[src/rtl/seq_pkg.sv]
// seq_pkg: definitions shared by the 101 sequence detector and its serializer feeder.
//   DEFAULT_WIDTH  default parallel word width for seq_serializer
//   ser_state_t    serializer FSM states (IDLE, SHIFT)
//   DET_*          Moore 101 detector state encodings
package seq_pkg;

    localparam int unsigned DEFAULT_WIDTH = 8;

    typedef enum logic {
        IDLE,
        SHIFT
    } ser_state_t;

    // Prefixed so they do not collide with the ser_state_t IDLE literal.
    localparam logic [1:0] DET_IDLE   = 2'd0;
    localparam logic [1:0] DET_STATE1 = 2'd1;
    localparam logic [1:0] DET_STATE2 = 2'd2;
    localparam logic [1:0] DET_STATE3 = 2'd3;

endpackage

[src/rtl/seq_serializer.sv]
// seq_serializer: parallel-to-serial feeder for the 101 sequence detector.
// Words arrive on a valid/ready handshake and leave MSB-first on ser_o, one bit
// per clock. A one-word holding register lets the next frame follow with no gap.
//
// Ports:
//   clock       in   single clock, posedge
//   reset       in   synchronous, active-high
//   din         in   parallel word, bit WIDTH-1 sent first
//   din_valid   in   din presented
//   din_ready   out  word accepted on edge where din_valid && din_ready
//   ser_o       out  serial bit (registered), IDLE_BIT between frames
//   ser_valid   out  ser_o carries frame data
//   frame_done  out  high with the last bit of a frame
//   busy        out  shift or holding register occupied
//
// Configuration: define SEQ_SER_PARITY_EN to append an even-parity bit to each
// frame (frame length WIDTH+1, frame_done on the parity bit).
module seq_serializer
    import seq_pkg::*;
#(
    parameter int unsigned WIDTH    = DEFAULT_WIDTH,
    parameter logic        IDLE_BIT = 1'b0
) (
    input  logic             clock,
    input  logic             reset,
    input  logic [WIDTH-1:0] din,
    input  logic             din_valid,
    output logic             din_ready,
    output logic             ser_o,
    output logic             ser_valid,
    output logic             frame_done,
    output logic             busy
);

`ifdef SEQ_SER_PARITY_EN
    localparam int unsigned FRAME_LEN = WIDTH + 1;
`else
    localparam int unsigned FRAME_LEN = WIDTH;
`endif
    localparam int unsigned        CNT_W    = $clog2(WIDTH + 2);
    localparam logic [CNT_W-1:0]   LAST_CNT = CNT_W'(FRAME_LEN - 1);

    // Frame image as it is shifted out; parity (when built) is fixed at load time.
    function automatic logic [FRAME_LEN-1:0] frame_of(input logic [WIDTH-1:0] w);
`ifdef SEQ_SER_PARITY_EN
        return {w, ^w};
`else
        return w;
`endif
    endfunction

    ser_state_t           state_q, state_d;
    logic [CNT_W-1:0]     cnt_q, cnt_d;
    logic [FRAME_LEN-1:0] shift_q, shift_d;
    logic [FRAME_LEN-1:0] hold_q, hold_d;
    logic                 hold_full_q, hold_full_d;
    logic                 ser_q, ser_d;
    logic                 ser_valid_q, ser_valid_d;
    logic                 frame_done_q, frame_done_d;
    logic                 accept;

    assign din_ready = !hold_full_q && !reset;
    assign accept    = din_valid && din_ready;

    always_comb begin
        state_d     = state_q;
        cnt_d       = cnt_q;
        shift_d     = shift_q;
        hold_d      = hold_q;
        hold_full_d = hold_full_q;

        case (state_q)
            IDLE: begin
                if (accept) begin
                    shift_d = frame_of(din);
                    cnt_d   = '0;
                    state_d = SHIFT;
                end
            end
            SHIFT: begin
                if (cnt_q != LAST_CNT) begin
                    shift_d = {shift_q[FRAME_LEN-2:0], 1'b0};
                    cnt_d   = cnt_q + CNT_W'(1);
                    if (accept) begin
                        hold_d      = frame_of(din);
                        hold_full_d = 1'b1;
                    end
                end else if (hold_full_q) begin
                    shift_d     = hold_q;
                    hold_full_d = 1'b0;
                    cnt_d       = '0;
                end else if (accept) begin
                    // Hold is empty on the last bit: load din directly, no gap cycle.
                    shift_d = frame_of(din);
                    cnt_d   = '0;
                end else begin
                    state_d = IDLE;
                    cnt_d   = '0;
                end
            end
            default: begin
                state_d = IDLE;
            end
        endcase

        // Outputs are registered from next-state values so ser_o lines up with cnt.
        ser_valid_d  = (state_d == SHIFT);
        ser_d        = ser_valid_d ? shift_d[FRAME_LEN-1] : IDLE_BIT;
        frame_done_d = ser_valid_d && (cnt_d == LAST_CNT);
    end

    always_ff @(posedge clock) begin
        if (reset) begin
            state_q      <= IDLE;
            cnt_q        <= '0;
            shift_q      <= '0;
            hold_q       <= '0;
            hold_full_q  <= 1'b0;
            ser_q        <= IDLE_BIT;
            ser_valid_q  <= 1'b0;
            frame_done_q <= 1'b0;
        end else begin
            state_q      <= state_d;
            cnt_q        <= cnt_d;
            shift_q      <= shift_d;
            hold_q       <= hold_d;
            hold_full_q  <= hold_full_d;
            ser_q        <= ser_d;
            ser_valid_q  <= ser_valid_d;
            frame_done_q <= frame_done_d;
        end
    end

    assign ser_o      = ser_q;
    assign ser_valid  = ser_valid_q;
    assign frame_done = frame_done_q;
    assign busy       = (state_q == SHIFT) || hold_full_q;

endmodule
[config.mk]
export PLATFORM = sky130hd
export DESIGN_NAME = seq_serializer
export DESIGN_NICKNAME = d
export VERILOG_FILES = /design/src/rtl/seq_pkg.sv /design/src/rtl/seq_serializer.sv
export SDC_FILE = /design/constraint.sdc
export NUM_CORES = 1
export LEC_CHECK = 0
export ABC_AREA = 1
export ABC_CLOCK_PERIOD_IN_PS = 3400
export BUFFER_PORTS_ARGS = -buffer_cell sky130_fd_sc_hd__buf_2
export CAP_MARGIN = 0
export CORE_MARGIN = 5
export CORE_UTILIZATION = 35
export CTS_CLUSTER_DIAMETER = 60
export DETAILED_ROUTE_END_ITERATION = 8
export PLACE_DENSITY_LB_ADDON = 0.25
export SLEW_MARGIN = 20
export SYNTH_ARGS = -nofsm -noshare
export SYNTH_HDL_FRONTEND = slang
export SYNTH_SLANG_ARGS = --single-unit
[constraint.sdc]
create_clock -name clock -period 3.4 [get_ports clock]
set_input_delay 0.34 -clock clock [delete_from_list [all_inputs] [get_ports clock]]
set_output_delay 0.34 -clock clock [all_outputs]
set_load 0.01 [all_outputs]
# [Word level (Yosys, flattened, before mapping)]
# Cells that the tools add are included.
[word_totals] reg_bits=24 input_bits=11 out_inout_bits=5 wordCells=35
[classes] addsub=1 n_eq_ne=3 mux=13 bitwise=2 n_reduce_logical=9
[op_table] cell="8-bit two-way mux" n=3
[op_table] cell="8-bit case mux with 2 select lines" n=1
[op_table] cell="4-bit two-way mux" n=2
[op_table] cell="4-bit case mux with 2 select lines" n=1
[op_table] cell="1-bit two-way mux" n=5
[op_table] cell="4-bit by 1-bit adder with 4-bit output, second input constant" n=1
[op_table] cell="4-bit by 3-bit == test with 1-bit output, second input constant" n=1
[op_table] cell="4-bit by 3-bit != test with 1-bit output, second input constant" n=1
[op_table] cell="1-bit logical AND" n=3
[op_table] cell="3-bit AND reduction" n=1
[op_table] cell="1-bit zero test" n=2
[op_table] cell="2-bit != test, second input constant" n=1
[op_table] cell="1-bit inverter" n=2
[op_table] cell="1-bit case mux with 2 select lines" n=1
[op_table] cell="2-bit AND reduction" n=1
[op_table] cell="2-bit OR reduction" n=1
[op_table] cell="1-bit logical OR" n=1

# [Logic depth before layout (Yosys ltp)]
[depth] ltp_word=9 mapped_depth=8 mapped_depth_nobuf=8

# [Worst setup path before layout]
# OpenSTA, ideal clock, no wires.
[synth_path] path_kind="register -> register" startpoint="reg cnt_q[0]" endpoint="reg hold_q[0]" setup_ps=132 arrival_time_ps=1162 required_ps=3268 setup_slack_ps=2106 stages_incl_launch_ff=8 n_path_buf=0 synth_period_minus_slack_ps=1294 cell_sequence="dfxtp_1 > ha_1 > nand3_1 > nand2_1 > nor2_4 > inv_1 > nand2_1 > a21oi_1"
[synth_between] elab_chain_len=2
[synth_lines] element="start, declared" line_no="seq_serializer.sv:53" source="logic [CNT_W-1:0] cnt_q, cnt_d;"
[synth_lines] element="start signal, assigned" line_no="seq_serializer.sv:124" source="cnt_q <= cnt_d;"
[synth_lines] element="4-bit by 3-bit != test with 1-bit output" line_no="seq_serializer.sv:81" source="if (cnt_q != LAST_CNT) begin"
[synth_lines] element="3-bit AND reduction (no source line)"
[synth_lines] element="end signal, assigned" line_no="seq_serializer.sv:126" source="hold_q <= hold_d;"
[synth_lines] element="end, declared" line_no="seq_serializer.sv:55" source="logic [FRAME_LEN-1:0] hold_q, hold_d;"
# No other way between the ends.
# A chain may end at the register's enable or synchronous reset.

==> impl_metrics.json <==
{
  "grt_pass1_wl_mm": 4.60,
  "worstPathRequired_ns": 3.06,
  "path_clk_slew_ns": 0.13,
  "vdd_drop_max_mv": 0.218,
  "hold_slack_ns": 0.271,
  "crit_path_cell_trace": "inv_1 -> nand2_1 -> buf_2",
  "worst-path-stages": 3,
  "crit_type": "flip-flop to output pin",
  "clkPwrFrac_pct": 27.5,
  "die_w_um": 67.6,
  "hp-class": "input pin to flip-flop",
  "yosys_warnings": 0,
  "syn-num-nets": 189,
  "synth_seq_area_share_pct": 41.4,
  "internal_power_uw": 395,
  "drv_cap": 0,
  "p_seq_share_pct": 56.2,
  "drv_slew": 0,
  "hold_viol_final": 0,
  "arrival_ns": 1.33,
  "place_hpwl_mm": 1.90,
  "setup_viol": 0,
  "cts_buffers": 3,
  "path_buf_inv": 2,
  "clockBufferDepth": 2,
  "vias": 1077,
  "finalPower_uw": 549,
  "nNetsFinal": 206,
  "io_pins": 16,
  "ys_ff_latch": 24,
  "p_leak_nw": 0.563,
  "wl_per_cell_um": 11.0,
  "grt_overflow": 0,
  "grt_usage_pct": 13.2,
  "fmax_mhz": 598,
  "cp_slowest_cell": "dfxtp_1",
  "fp.dieH_um": 67.6,
  "first_iter_violations": 103,
  "place_congestion": 0.742,
  "routed_via_density": 4.51,
  "post_cts_buffers": 0,
  "power_switching_uw": 154,
  "r2r-start": "cnt_q[0]$_SDFF_PP0_",
  "cts_tree": "built",
  "dr.pass1.iters": 4,
  "use_met1_pct": 16.8,
  "coreArea_um2": 3280,
  "worstSkewPairLatency_ns": 0.31,
  "reg2reg_depth": 7,
  "powerDensity_nw_per_um2": 419,
  "grt-busiest-layer": "met2",
  "skew_ns": 0.00413,
  "yosys.area.top_type": "dfxtp_1",
  "ys_top_cells_by_count": "59 x nand2_1, 24 x dfxtp_1, 22 x nor2_1",
  "worst_pin_slew_ns": 0.385,
  "critPathTopFamily": "flip-flops",
  "synth_flop_cell": "dfxtp_1",
  "status": "finished, final reports clean",
  "swShare_pct": 28.0,
  "drive_gt1_share_pct": 13.0,
  "synth.area.top_cells": "dfxtp_1 41%, nand2_1 19%, nand3_1 7.3%",
  "critPathMaxFanout": 12,
  "synth_edf_count": 0,
  "start_util_pct": 35.3,
  "power_frac_comb_pct": 16.3,
  "async_flop_share_pct": 0,
  "slowest_delay_ns": 0.58,
  "cts_sinks": 24,
  "use_met3_pct": 3.83,
  "port_buffers": 15,
  "timing.final.crit_period_ns": 1.67,
  "ctsHtreeMaxLevel": 1,
  "min_to": "hold_q[7]$_SDFFE_PP0P_",
  "fill_cells": 373,
  "endpoint_kind": "output pin",
  "avgSynthCellArea_um2": 6.55,
  "r2r_setup_slack_ns": 1.81,
  "critPathLaunchType": "flip-flop",
  "ys_types": 22,
  "grt_max_degree": 15,
  "wl_mm": 2.62,
  "antenna_found_initial": 0,
  "synthesis.area_um2": 1160,
  "drtAntennaViolNets": 0,
  "drc_errors": 0,
  "syn2layout_area_growth_pct": 12.8,
  "die-area_um2": 4570,
  "rows": 21,
  "antennaDiodeCount": 0,
  "regToRegEndpoint": "hold_q[1]$_SDFFE_PP0P_",
  "min_path_cells": 3,
  "fin_crit_sh_pct": 49.2,
  "post_cts_resized": 0,
  "cts_hold_buf": 0,
  "finalSetupTns_ns": 0,
  "maxSlewHeadroom_pct": 74.3,
  "cts-root-buf": "clkbuf_4",
  "grt.met2_usage_pct": 21.3,
  "synth_most_common_cell": "nand2_1",
  "rsz0062_at_grt": "no",
  "hold_path.startpoint": "din[7]",
  "synthCells": 177,
  "synth_top_area_share_pct": 41.4,
  "grt_pass1_vias": 1036
}
## metrics by stage
stage | worst slack [ns] | utilization [%] | cells | instance area (um^2)
after floorplan | 2.11 | - | 177 | 1160
after global placement | 1.81 | 38.7 | 235 | 1270
after detailed placement | 1.81 | 38.7 | 235 | 1270
after CTS | 1.68 | 39.8 | 239 | 1310
after global routing | 1.55 | 39.8 | 239 | 1310
final | 1.73 | 39.8 | 239 | 1310
## worst min-delay path, stage by stage
cell     delay, ns
buf_2         0.11
nand2_1       0.05
a21oi_1       0.05
## registers in the layout (all words and copies together) (netlist names)
register     count
hold_q           8
frame_done       1
cnt_q            4
hold_full_q      1
shift_q          8
ser_o            1
ser_valid        1
## cells in the final DEF, fill, tap and decap left out, types with 2 or more instances in the layout
cell type and n:
buf_2 15, o21ai_1 5, nor2_4 2, nand3_1 17, dfxtp_1 24, nand2_1 59, clkbuf_4 3, nor2_2 2
inv_1 21, a21oi_1 11, o21ai_0 2, nor2_1 22
## per-layer routing
layer	vias to the layer above	wire (um)
met2	24	1140
met1	465	1290
met4	0	17
met5	-	0
met3	2	174
li1	586	-
## cells by family after synthesis
| kind of cell | synth area share, % |
|---|---|
| AND/OR/NAND/NOR | 39.7 |
| buffers and inverters | 9.38 |
| flip-flops | 41.4 |
| AO/OA/AOI/OAI | 8.41 |
| adder cells (fa/ha/maj) | 1.08 |
## worst max-delay path by stage
stage                                  end                 start
floorplan           hold_q[0]$_SDFFE_PP0P_   cnt_q[0]$_SDFF_PP0_
global placement    hold_q[2]$_SDFFE_PP0P_                 reset
detailed placement  hold_q[1]$_SDFFE_PP0P_                 reset
CTS                                   busy  ser_valid$_SDFF_PP0_
global route                          busy  ser_valid$_SDFF_PP0_
finish                                busy  ser_valid$_SDFF_PP0_
## area by class of cell
| cell class | instances | area (um^2) | area share, % |
|---|---|---|---|
| sequential | 24 | 480 | 36.7 |
| tap | 46 | 57.6 | 4.40 |
| timing repair buffer | 15 | 75.1 | 5.74 |
| clock buffer | 4 | 36.3 | 2.77 |
| multi-input combinational | 127 | 571 | 43.6 |
| inverter | 23 | 88.8 | 6.79 |
## power groups by stage
stage	clock network, mW	logic, mW	registers (mW)
final	0.151	0.0894	0.309
after global routing	0.174	0.104	0.311
after CTS	0.162	0.0908	0.309
after detailed placement	0	0.0902	0.315
after global placement	0	0.0911	0.314
after floorplan	0	0.0662	0.311
Note: power is estimated with default switching activity, not from simulation.
